[src/rtl/mem_wb_pkg.sv]
// Shared types and widths for the MEM->WB forwarding stage.
// Struct field widths follow the package constants below; the stage
// parameters default to the same values and must stay consistent with them.
package mem_wb_pkg;

   localparam int unsigned MW_XLEN = 32;
   localparam int unsigned MW_RD_W = 5;
   localparam int unsigned MW_ID_W = 6;
   localparam int unsigned BE_W    = MW_XLEN / 8;
   localparam int unsigned WADDR_W = MW_XLEN - 2;

   // One WB-bound entry: every registered output field plus the forward flag.
   typedef struct packed {
      logic [MW_RD_W-1:0] rd_addr;
      logic               rd_valid;
      logic [MW_XLEN-1:0] pc;
      logic [MW_XLEN-1:0] exec_out;
      logic [MW_XLEN-1:0] mem_addr;
      logic [MW_ID_W-1:0] instr_id;
      logic [MW_XLEN-1:0] mem_data;
      logic               fwd_hit;
   } wb_entry_t;

   // One recent store, tracked at word granularity.
   typedef struct packed {
      logic               valid;
      logic [WADDR_W-1:0] waddr;
      logic [MW_XLEN-1:0] data;
      logic [BE_W-1:0]    be;
   } sq_entry_t;

endpackage

[src/rtl/mem_wb_store_window.sv]
// Recent-store window: shift register of the last SQ_DEPTH stores (index 0 is
// youngest) plus a per-byte-lane youngest-match merge into raw load data.
// Ports: clk, rst (async, active-high), push/push_entry (new store),
// lkp_waddr/lkp_be (load word address and lanes), raw_data (memory data),
// merged_data_c/fwd_hit_c (combinational merge result and any-lane-forwarded).
module mem_wb_store_window
   import mem_wb_pkg::*;
#(
   parameter int unsigned SQ_DEPTH = 4
) (
   input  logic               clk,
   input  logic               rst,
   input  logic               push,
   input  sq_entry_t          push_entry,
   input  logic [WADDR_W-1:0] lkp_waddr,
   input  logic [BE_W-1:0]    lkp_be,
   input  logic [MW_XLEN-1:0] raw_data,
   output logic [MW_XLEN-1:0] merged_data_c,
   output logic               fwd_hit_c
);

   sq_entry_t sq_q [SQ_DEPTH];
   sq_entry_t sq_d [SQ_DEPTH];

   // Shift on push; the oldest entry falls off the end.
   always_comb begin
      sq_d = sq_q;
      if (push) begin
         for (int i = int'(SQ_DEPTH) - 1; i > 0; i--) begin
            sq_d[i] = sq_q[i-1];
         end
         sq_d[0] = push_entry;
      end
   end

   always_ff @(posedge clk or posedge rst) begin
      if (rst) begin
         for (int i = 0; i < int'(SQ_DEPTH); i++) begin
            sq_q[i] <= '0;
         end
      end else begin
         sq_q <= sq_d;
      end
   end

   // Scan oldest to youngest so the youngest matching store wins each lane.
   always_comb begin
      merged_data_c = raw_data;
      fwd_hit_c     = 1'b0;
      for (int b = 0; b < int'(BE_W); b++) begin
         if (lkp_be[b]) begin
            for (int i = int'(SQ_DEPTH) - 1; i >= 0; i--) begin
               if (sq_q[i].valid && (sq_q[i].waddr == lkp_waddr) && sq_q[i].be[b]) begin
                  merged_data_c[b*8 +: 8] = sq_q[i].data[b*8 +: 8];
                  fwd_hit_c               = 1'b1;
               end
            end
         end
      end
   end

endmodule

[src/rtl/mem_wb_fwd_stage.sv]
// MEM->WB pipeline boundary with a 2-entry skid buffer, flush, and
// store-to-load byte forwarding from a window of recent stores.
// Ports: clk, rst (async, active-high), flush; in_* MEM-side entry with
// in_valid/in_ready; out_* registered WB-side entry with out_valid/out_ready;
// out_mem_data is load data after forwarding, out_fwd_hit flags any forwarded
// byte. Optional macro MEM_WB_FWD_CNT_EN adds fwd_count, the number of
// transferred entries with out_fwd_hit set.
module mem_wb_fwd_stage
   import mem_wb_pkg::*;
#(
   parameter int unsigned XLEN     = MW_XLEN,
   parameter int unsigned RD_W     = MW_RD_W,
   parameter int unsigned ID_W     = MW_ID_W,
   parameter int unsigned SQ_DEPTH = 4
) (
   input  logic              clk,
   input  logic              rst,
   input  logic              flush,
   input  logic              in_valid,
   output logic              in_ready,
   input  logic [RD_W-1:0]   in_rd_addr,
   input  logic              in_rd_valid,
   input  logic [XLEN-1:0]   in_pc,
   input  logic [XLEN-1:0]   in_exec_out,
   input  logic [XLEN-1:0]   in_mem_addr,
   input  logic [XLEN-1:0]   in_mem_rdata,
   input  logic [ID_W-1:0]   in_instr_id,
   input  logic              in_is_load,
   input  logic              in_is_store,
   input  logic [XLEN-1:0]   in_store_data,
   input  logic [XLEN/8-1:0] in_be,
   output logic              out_valid,
   input  logic              out_ready,
   output logic [RD_W-1:0]   out_rd_addr,
   output logic              out_rd_valid,
   output logic [XLEN-1:0]   out_pc,
   output logic [XLEN-1:0]   out_exec_out,
   output logic [XLEN-1:0]   out_mem_addr,
   output logic [ID_W-1:0]   out_instr_id,
   output logic [XLEN-1:0]   out_mem_data,
   output logic              out_fwd_hit
`ifdef MEM_WB_FWD_CNT_EN
   ,
   output logic [31:0]       fwd_count
`endif
);

   wb_entry_t main_q, main_d, skid_q, skid_d, in_entry_c;
   logic      main_valid_q, main_valid_d, skid_valid_q, skid_valid_d;
   logic      accept_c, xfer_c, push_c;
   sq_entry_t push_entry_c;
   logic [XLEN-1:0] merged_c;
   logic            win_hit_c;

   assign in_ready = !skid_valid_q;
   assign accept_c = in_valid && in_ready;
   assign xfer_c   = main_valid_q && out_ready;
   // An entry accepted in a flush cycle is discarded, including its store.
   assign push_c   = accept_c && in_is_store && !flush;

   assign push_entry_c = '{valid: 1'b1, waddr: in_mem_addr[XLEN-1:2],
                           data: in_store_data, be: in_be};

   mem_wb_store_window #(.SQ_DEPTH(SQ_DEPTH)) u_window (
      .clk           (clk),
      .rst           (rst),
      .push          (push_c),
      .push_entry    (push_entry_c),
      .lkp_waddr     (in_mem_addr[XLEN-1:2]),
      .lkp_be        (in_be),
      .raw_data      (in_mem_rdata),
      .merged_data_c (merged_c),
      .fwd_hit_c     (win_hit_c)
   );

   // Entry as it would be captured this cycle; load+store counts as a store.
   always_comb begin
      in_entry_c          = '0;
      in_entry_c.rd_addr  = in_rd_addr;
      in_entry_c.rd_valid = in_rd_valid;
      in_entry_c.pc       = in_pc;
      in_entry_c.exec_out = in_exec_out;
      in_entry_c.mem_addr = in_mem_addr;
      in_entry_c.instr_id = in_instr_id;
      in_entry_c.mem_data = in_mem_rdata;
      if (in_is_load && !in_is_store) begin
         in_entry_c.mem_data = merged_c;
         in_entry_c.fwd_hit  = win_hit_c;
      end
   end

   // Main/skid next state; flush beats transfer and accept.
   always_comb begin
      main_d       = main_q;
      skid_d       = skid_q;
      main_valid_d = main_valid_q;
      skid_valid_d = skid_valid_q;
      if (flush) begin
         main_valid_d = 1'b0;
         skid_valid_d = 1'b0;
      end else if (main_valid_q && !xfer_c) begin
         if (accept_c) begin
            skid_d       = in_entry_c;
            skid_valid_d = 1'b1;
         end
      end else if (skid_valid_q) begin
         main_d       = skid_q;
         main_valid_d = 1'b1;
         skid_valid_d = 1'b0;
      end else if (accept_c) begin
         main_d       = in_entry_c;
         main_valid_d = 1'b1;
      end else begin
         main_valid_d = 1'b0;
      end
   end

   always_ff @(posedge clk or posedge rst) begin
      if (rst) begin
         main_q       <= '0;
         skid_q       <= '0;
         main_valid_q <= 1'b0;
         skid_valid_q <= 1'b0;
      end else begin
         main_q       <= main_d;
         skid_q       <= skid_d;
         main_valid_q <= main_valid_d;
         skid_valid_q <= skid_valid_d;
      end
   end

   assign out_valid    = main_valid_q;
   assign out_rd_addr  = main_q.rd_addr;
   assign out_rd_valid = main_q.rd_valid;
   assign out_pc       = main_q.pc;
   assign out_exec_out = main_q.exec_out;
   assign out_mem_addr = main_q.mem_addr;
   assign out_instr_id = main_q.instr_id;
   assign out_mem_data = main_q.mem_data;
   assign out_fwd_hit  = main_q.fwd_hit;

`ifdef MEM_WB_FWD_CNT_EN
   logic [31:0] fwd_count_q, fwd_count_d;

   // Count forwarded transfers; a flush cycle transfers nothing.
   always_comb begin
      fwd_count_d = fwd_count_q;
      if (xfer_c && !flush && main_q.fwd_hit) begin
         fwd_count_d = fwd_count_q + 32'd1;
      end
   end

   always_ff @(posedge clk or posedge rst) begin
      if (rst) begin
         fwd_count_q <= '0;
      end else begin
         fwd_count_q <= fwd_count_d;
      end
   end

   assign fwd_count = fwd_count_q;
`endif

endmodule

[config.mk]
export PLATFORM = sky130hd
export DESIGN_NAME = mem_wb_fwd_stage
export DESIGN_NICKNAME = d
export VERILOG_FILES = /design/src/rtl/mem_wb_pkg.sv /design/src/rtl/mem_wb_store_window.sv /design/src/rtl/mem_wb_fwd_stage.sv
export SDC_FILE = /design/constraint.sdc
export NUM_CORES = 1
export LEC_CHECK = 0
export ABC_AREA = 1
export BUFFER_PORTS_ARGS = -buffer_cell sky130_fd_sc_hd__buf_2
export CAP_MARGIN = 30
export CORE_MARGIN = 2
export CORE_UTILIZATION = 35
export DETAILED_ROUTE_END_ITERATION = 6
export GPL_ROUTABILITY_DRIVEN = 0
export PLACE_DENSITY_LB_ADDON = 0.1
export RECOVER_POWER = 100
export SLEW_MARGIN = 40
export SYNTH_ARGS = -nofsm -noshare
export SYNTH_HDL_FRONTEND = slang
export SYNTH_SLANG_ARGS = --single-unit
export TNS_END_PERCENT = 30
[constraint.sdc]
create_clock -name clk -period 20.8 [get_ports clk]
set_input_delay 1.04 -clock clk [delete_from_list [all_inputs] [get_ports clk]]
set_output_delay 1.04 -clock clk [all_outputs]
set_load 0.01 [all_outputs]
==> results of run 1 <==
==> cell type report <==
class	instances	area, um^2
Sequential cell	552	13800
Inverter	448	1690
Clock inverter	12	143
Timing Repair Buffer	344	1560
Multi-Input combinational cell	2263	10300
Tap cell	969	1210
Fill cell	7870	43900
Antenna cell	2	5.00
Clock buffer	107	2040
==> logic make-up (layout without fill, tap and decap cells) <==
family | after synthesis | count (layout)
AO/OA/AOI/OAI | 717 | 717
XOR/XNOR | 26 | 26
buffers and inverters | 608 | 911
flip-flops | 552 | 552
multiplexers | 8 | 8
other | 0 | 2
AND/OR/NAND/NOR | 1512 | 1512
==> registers in the layout (all words and copies together) (netlist names), 5 cells and up <==
signal         cells
skid_q           141
out_instr_id       6
out_rd_addr        5
u_window.sq_q    268
out_pc            32
out_mem_addr      32
out_exec_out      32
out_mem_data      32
==> worst min-delay path, delay by kind of cell (launching register included) <==
kind / cells / cell delay (ns)
flops: 1 / 0.34
simple gates: 1 / 0.05
compound gates: 1 / 0.06
==> path summary, 6_finish.rpt <==
kind                              start          endpoint  slack (ns)  cells after the start
max reg2reg                skid_valid_q  u_window.sq_q[0]       10.15                      7
min in group asynchronous           rst  out_exec_out[13]        2.16                      2
max in group asynchronous           rst   out_mem_data[2]       11.32                      4
min reg2reg                  skid_q[36]        skid_q[36]        0.48                      2
min                          skid_q[36]        skid_q[36]        0.48                      2
max                        skid_valid_q  u_window.sq_q[0]       10.15                      7
==> cell usage after synthesis <==
library cell / n
a21boi_2: 1
a21oi_1: 88
a31oi_1: 32
and2_1: 1
and3_1: 4
buf_1: 7
buf_2: 4
buf_4: 1
buf_6: 11
clkbuf_1: 137
clkinv_1: 37
dfrtp_1: 552
inv_1: 346
inv_2: 65
mux2_2: 8
nand2_1: 1161
nand2_2: 13
nand2_4: 1
nand3_1: 37
nand3_2: 4
nand3_4: 16
nand4_1: 21
nor2_1: 237
nor2_2: 4
nor2_4: 6
nor2_8: 4
nor3_1: 2
nor3_2: 1
o211ai_1: 1
o21ai_0: 501
o21ai_1: 62
o21ai_2: 32
xnor2_1: 23
xor2_1: 3
==> metal layers <==
| metal | track usage | vias to the layer above | wire length [um] |
|---|---|---|---|
| li1 | - | 11200 | - |
| met1 | 0.282 | 9756 | 36700 |
| met2 | 0.303 | 432 | 33600 |
| met3 | 0.0353 | 96 | 3830 |
| met4 | 0.0459 | 16 | 1130 |
| met5 | 0 | - | 91 |
==> metrics by stage <==
stage	util	cell area [um^2]	setup WS, ns	hold slack (ns)
global route	0.412	30800	8.70	0.496
global placement	0.386	28800	16.39	0.452
finish	0.412	30800	10.15	0.477
floorplan	-	26500	4.33	0.431
CTS	0.416	31100	16.95	0.478
detailed placement	0.387	28900	16.33	0.463
==> power breakdown <==
part           leakage, uW  total (uW)  switching (uW)  internal (uW)
sequential         0.00675        1460             148           1320
combinational      0.00820         534             337            196
clock              0.00107        1170             469            699
total               0.0160        3170             954           2210
==> results.md, run 1 <==
- Status: finished with violations
- Failing checks: max-capacitance violations, max-slew violations
- Synth Area in Compound Gates: 0.142
- Die Ht: 279 um
- Routed WL: 75.4 mm
- Peak VDD IR: 0.0000505 V
- Non-Filler Instances: 4697
- Final Hold Viols: 0
- YS warnings: 0
- Pleak: 0.0160 uW
- Cell repeated most along the worst path: nand2_1
- IO Pins: 326
- Worst path buffer plus inverter count: 3
- Root buffer cell: clkbuf_16
- Tmin final: approximately 11 ns
- CTS sink cnt: 552
- Synthesized Nets: 3606
- Total power: 3170 uW
- Most common cell after layout, fill and taps aside: nand2_1
- Vias per inst: 4.58
- CP peak stage delay: 3.37 ns
- Buffers added on ports: around 330
- GRT Util Overall: 0.195
- Family with the most delay on the worst path: buffers and inverters
- First-pass iteration count of the detailed router: 5
- Finish-stage setup viols: 0
- Final slew viol count: about 1500
- Syn Area/Cell: 7.73 um^2
- WL/cell: roughly 16 um
- Worst-path fanout max: 130
- Syn Inst Count: around 3400
- DR DRC count: 0
- First-pass GRT wire length: 120 mm
- Power Density: 103 mW/mm^2
- Effective utilization at floorplan: 0.354
- Total gr overflow: 0
- CTS tree: yes
- Initial antenna violation count: 12
- Core area: 0.0747 mm^2
- Number of global-route vias before repair: 20500
- Sequential area share after synthesis: 0.522
- Synth Area in Simple Gates: 0.234
- Mux contribution to synthesized area: 0.00340
- Critical path capture point type: flip-flop
- Antenna Nets Post-Route: 0
- Final net count: slightly below 4000
- Unrepaired setup endpoints after global routing: no
- MaxCap Viol Count: 20
- Setup bufs post-CTS: 0
- Die outline area: 0.0778 mm^2
- Placed Cells: 4576
- Cell row count: 100
- Slowest CP cell: clkbuf_1
- Crit path launch type: flip-flop
- Critical path class: reg -> reg
- TritonCTS Buffers: 68
- Area growth from synthesis to layout: 16.2%
- Netlist Area Pre-Place: about 0.026 mm^2
- WP data required: approximately 21 ns
- Pin slew with the least headroom to its limit: between 5 and 6 ns
- Largest net degree at the start of global routing: around 190
- Synth area leader: dfrtp_1
- Slew HR: -2.81
- Fin crit share: 0.512
- Clock skew: 0.0194 ns
- Top cells by area, synth: dfrtp_1 52%, nand2_1 16%, o21ai_0 9.5%
- H-tree depth: 3
- Arr. time, crit path: between 10 and 15 ns
- Clk Latency, worst-skew pair: 0.60 ns
- Share of layout cells above drive strength 1: 0.118
- Die X: 279 um
- Synthesized-area fraction occupied by adder cells: 0
- Unique masters post-synth: 34
- Largest family of logic cells by synthesized area: simple AND/OR/NAND/NOR gates
- Crit path cell chain: clkinvlp_2 -> nand2_1 -> nor2_1 -> nand2_1 -> clkbuf_1 -> buf_16 -> mux2_2
- PostCTS Resize Cnt: 0
- Worst-path clk slew: around 0.05 ns
- Post-synthesis register bit count: 552
- XOR/XNOR Fraction of Synth Area: 0.00861
- Hold Path Class: reg -> reg
- Share of the synthesized area in the top cell type: 0.522
- # hold bufs at CTS: 0
- Initial DRC count: 1651
- Most frequent cells in the layout: 1161 x nand2_1, 552 x dfrtp_1, 533 x o21ai_0
- CTS Buffer Depth: 3
- Sum Neg Setup Slack: 0 ns
- Max Clock Freq: 93.9 MHz
- HPWL Detailed: 52.1 mm
- DR vias: 21500
Power figures use the tool's default switching activity.
==> inputs of run 2 (changes only) <==
Clock period 20.8 ns to 9.9 ns, I/O delays scaled along.
==> run 2 against run 1 <==
  * The flow finishes with violations (design-rule violations, max-capacitance violations, max-slew violations)
  * Critical path type unchanged
  * Die area is the same
  * Utilization grew 0.090 points
  * Count of clock-buffer cells in the layout shrank 10
  * Clock skew shrank 0.0031 ns
  * Combinational power grew 110%
  * Total power grew 110%
  * Final cell count is essentially flat
  * Non-clock buffer count grew 2
  * Setup slack lost 5.7 ns
  * First-iteration DRC count shrank 3.5%
==> results.md, run 2 (same netlist as run 1, synthesis figures left out) <==
- Clk Latency, worst-skew pair: 0.60 ns (about the same)
- Share of layout cells above drive strength 1: 0.120 (+0.00174)
- Status: finished with violations
- Die outline area: 0.0778 mm^2 (unchanged)
- Most frequent cells in the layout: 1161 x nand2_1, 552 x dfrtp_1, 531 x o21ai_0
- Peak VDD IR: 0.000105 V (+110%)
- Critical path capture point type: flip-flop
- Area growth from synthesis to layout: 16.5%
- Most common cell after layout, fill and taps aside: nand2_1
- PostCTS Resize Cnt: 0 (unchanged)
- Worst-path fanout max: 92 (-29%)
- Root buffer cell: clkbuf_16
- CP peak stage delay: 2.60 ns (-0.77 ns)
- Core area: 0.0747 mm^2 (unchanged)
- Critical path class: reg -> reg
- Final Hold Viols: 0 (unchanged)
- First-pass iteration count of the detailed router: 7 (+2)
- Largest net degree at the start of global routing: 142 (-24%)
- HPWL Detailed: 51.9 mm (-0.47%)
- Finish-stage setup viols: 0 (unchanged)
- Total power: 6640 uW (+110%)
- Family with the most delay on the worst path: buffers and inverters
- Number of global-route vias before repair: 20600 (+0.61%)
- Crit path launch type: flip-flop
- Antenna Nets Post-Route: 0 (unchanged)
- Largest register by flop count: u_window.sq_q
- Unrepaired setup endpoints after global routing: no
- IO Pins: 326 (unchanged)
- Fin crit share: 0.553 (+0.0407)
- First-pass GRT wire length: 120 mm (-0.18%)
- Die X: 279 um (unchanged)
- H-tree depth: 3 (unchanged)
- DR vias: 21600 (+0.41%)
- CTS Buffer Depth: 3 (unchanged)
- Worst path buffer plus inverter count: 2 (-1)
- Initial antenna violation count: 10 (-2)
- MaxCap Viol Count: 7 (-65%)
- Slew HR: -1.53 (+1.27)
- CTS tree: yes
- Final net count: 3862 (+0.052%)
- Tmin final: 5.47 ns (-5.18 ns)
- Hold Path Class: in -> reg
- Routed WL: 75.4 mm (about the same)
- Cell row count: 100 (unchanged)
- Initial DRC count: 1594 (-3.5%)
- WL/cell: 16.1 um (about the same)
- TritonCTS Buffers: 68 (unchanged)
- Effective utilization at floorplan: 0.354 (unchanged)
- Failing checks: design-rule violations, max-capacitance violations, max-slew violations
- GRT Max-Usage Layer: met2
- Arr. time, crit path: 5.96 ns (-5.16 ns)
- Power Density: 216 mW/mm^2 (+110%)
- Pleak: 0.0161 uW (+0.50%)
- Worst-path clk slew: 0.06 ns (about the same)
- WP data required: 10.38 ns (-10.89 ns)
- Largest regs: u_window.sq_q x268, skid_q x141
- Clock skew: 0.0163 ns (-0.00306 ns)
- Final slew viol count: 463 (-69%)
- Vias per inst: 4.60 (+0.50%)
- Total gr overflow: 0 (unchanged)
- Core Util, Final: 0.413 (+0.000904)
- CTS sink cnt: 552 (unchanged)
- Crit path cell chain: nor2_1 -> nor2_1 -> nand2_1 -> clkbuf_1 -> buf_4 -> nor2_1 -> nand2_1 -> nand2_1
- Sum Neg Setup Slack: 0 ns (unchanged)
- Die Ht: 279 um (unchanged)
- DR DRC count: 1 (+1)
- Buffers added on ports: 325 (unchanged)
- Routing usage on met2: 0.302 (-0.000895)
- R2R Setup Slk: 4.43 ns (-5.72 ns)
- Met1 Use GR: 0.281 (-0.000454)
- Pin slew with the least headroom to its limit: 3.80 ns (-1.91 ns)
- GRT Util Overall: 0.195 (-0.000261)
- Slowest CP cell: clkbuf_1
- Grt met3 use: 0.0376 (+0.00226)
- Largest register FFs: 268 (unchanged)
- Max Clock Freq: 183 MHz (+95%)
run 2: cell types whose count changed in the layout (fill, tap and decap cells not counted), moves of 3 or more:
cell	previous run	this run
clkinv_2	5	9
nand3_2	4	0
buf_16	1	4
nand3_1	37	43
buf_6	0	3
clkbuf_1	182	163
run 2: final cells by class:
type                    count  area [um^2]
repair buffers            346         1700
multi-input cells        2263        10200
clock inverters            16          164
well taps                 969         1210
clock buffers              97         2000
inverters                 448         1700
fillers                  7903        43900
diodes                      2         5.00
flip-flops and latches    552        13800
run 2: power by group:
part / internal, uW / leakage (uW) / switching, uW
sequential: 2760 / 0.00675 / 315
clock: 1460 / 0.00107 / 992
combinational: 411 / 0.00827 / 705
total: 4630 / 0.0161 / 2010
run 2: worst paths after layout:
path                            depth (start not counted)            endpoint        startpoint
worst max register to register                          8     out_mem_data[1]      skid_valid_q
worst min register to register                          2    out_mem_data[19]  out_mem_data[19]
worst max-delay path                                    8     out_mem_data[1]      skid_valid_q
min in group asynchronous                               3          skid_q[94]               rst
worst min-delay path                                    3  u_window.sq_q[211]  in_store_data[6]
max in group asynchronous                               6   u_window.sq_q[50]               rst
run 2: through the flow:
step           hold slack (ns)  instance area (um^2)  std cells  setup WS, ns
3_3_place_gp             0.459                 28800       4571          6.09
3_5_place_dp             0.461                 28900       4576          6.46
5_1_grt                  0.124                 30800       4691          3.54
2_1_floorplan            0.431                 26500       3423          1.89
6_report                 0.136                 30800       4693          4.43
4_1_cts                  0.103                 31100       4690          6.44
run 2: layer usage:
layer  vias to the layer above  share of wire
met5                         -         0.0011
met3                       110          0.046
met4                        12          0.019
met2                       400           0.44
met1                      9861           0.49
li1                      11200              -
run 2: what timing repair did:
| action | in CTS | in global routing |
|---|---|---|
| hold buffers | 1 | 0 |
| buffers inserted | 0 | 0 |
| endpoints found under the hold margin | 14 | 0 |
run 2: worst reg2reg max path, cell delays in order (launching register included):
cell      delay (ns)
dfrtp_1         0.44
nor2_1          0.16
nor2_1          0.05
nand2_1         0.84
clkbuf_1        2.61
buf_4           0.90
nor2_1          0.16
nand2_1         0.13
nand2_1         0.07
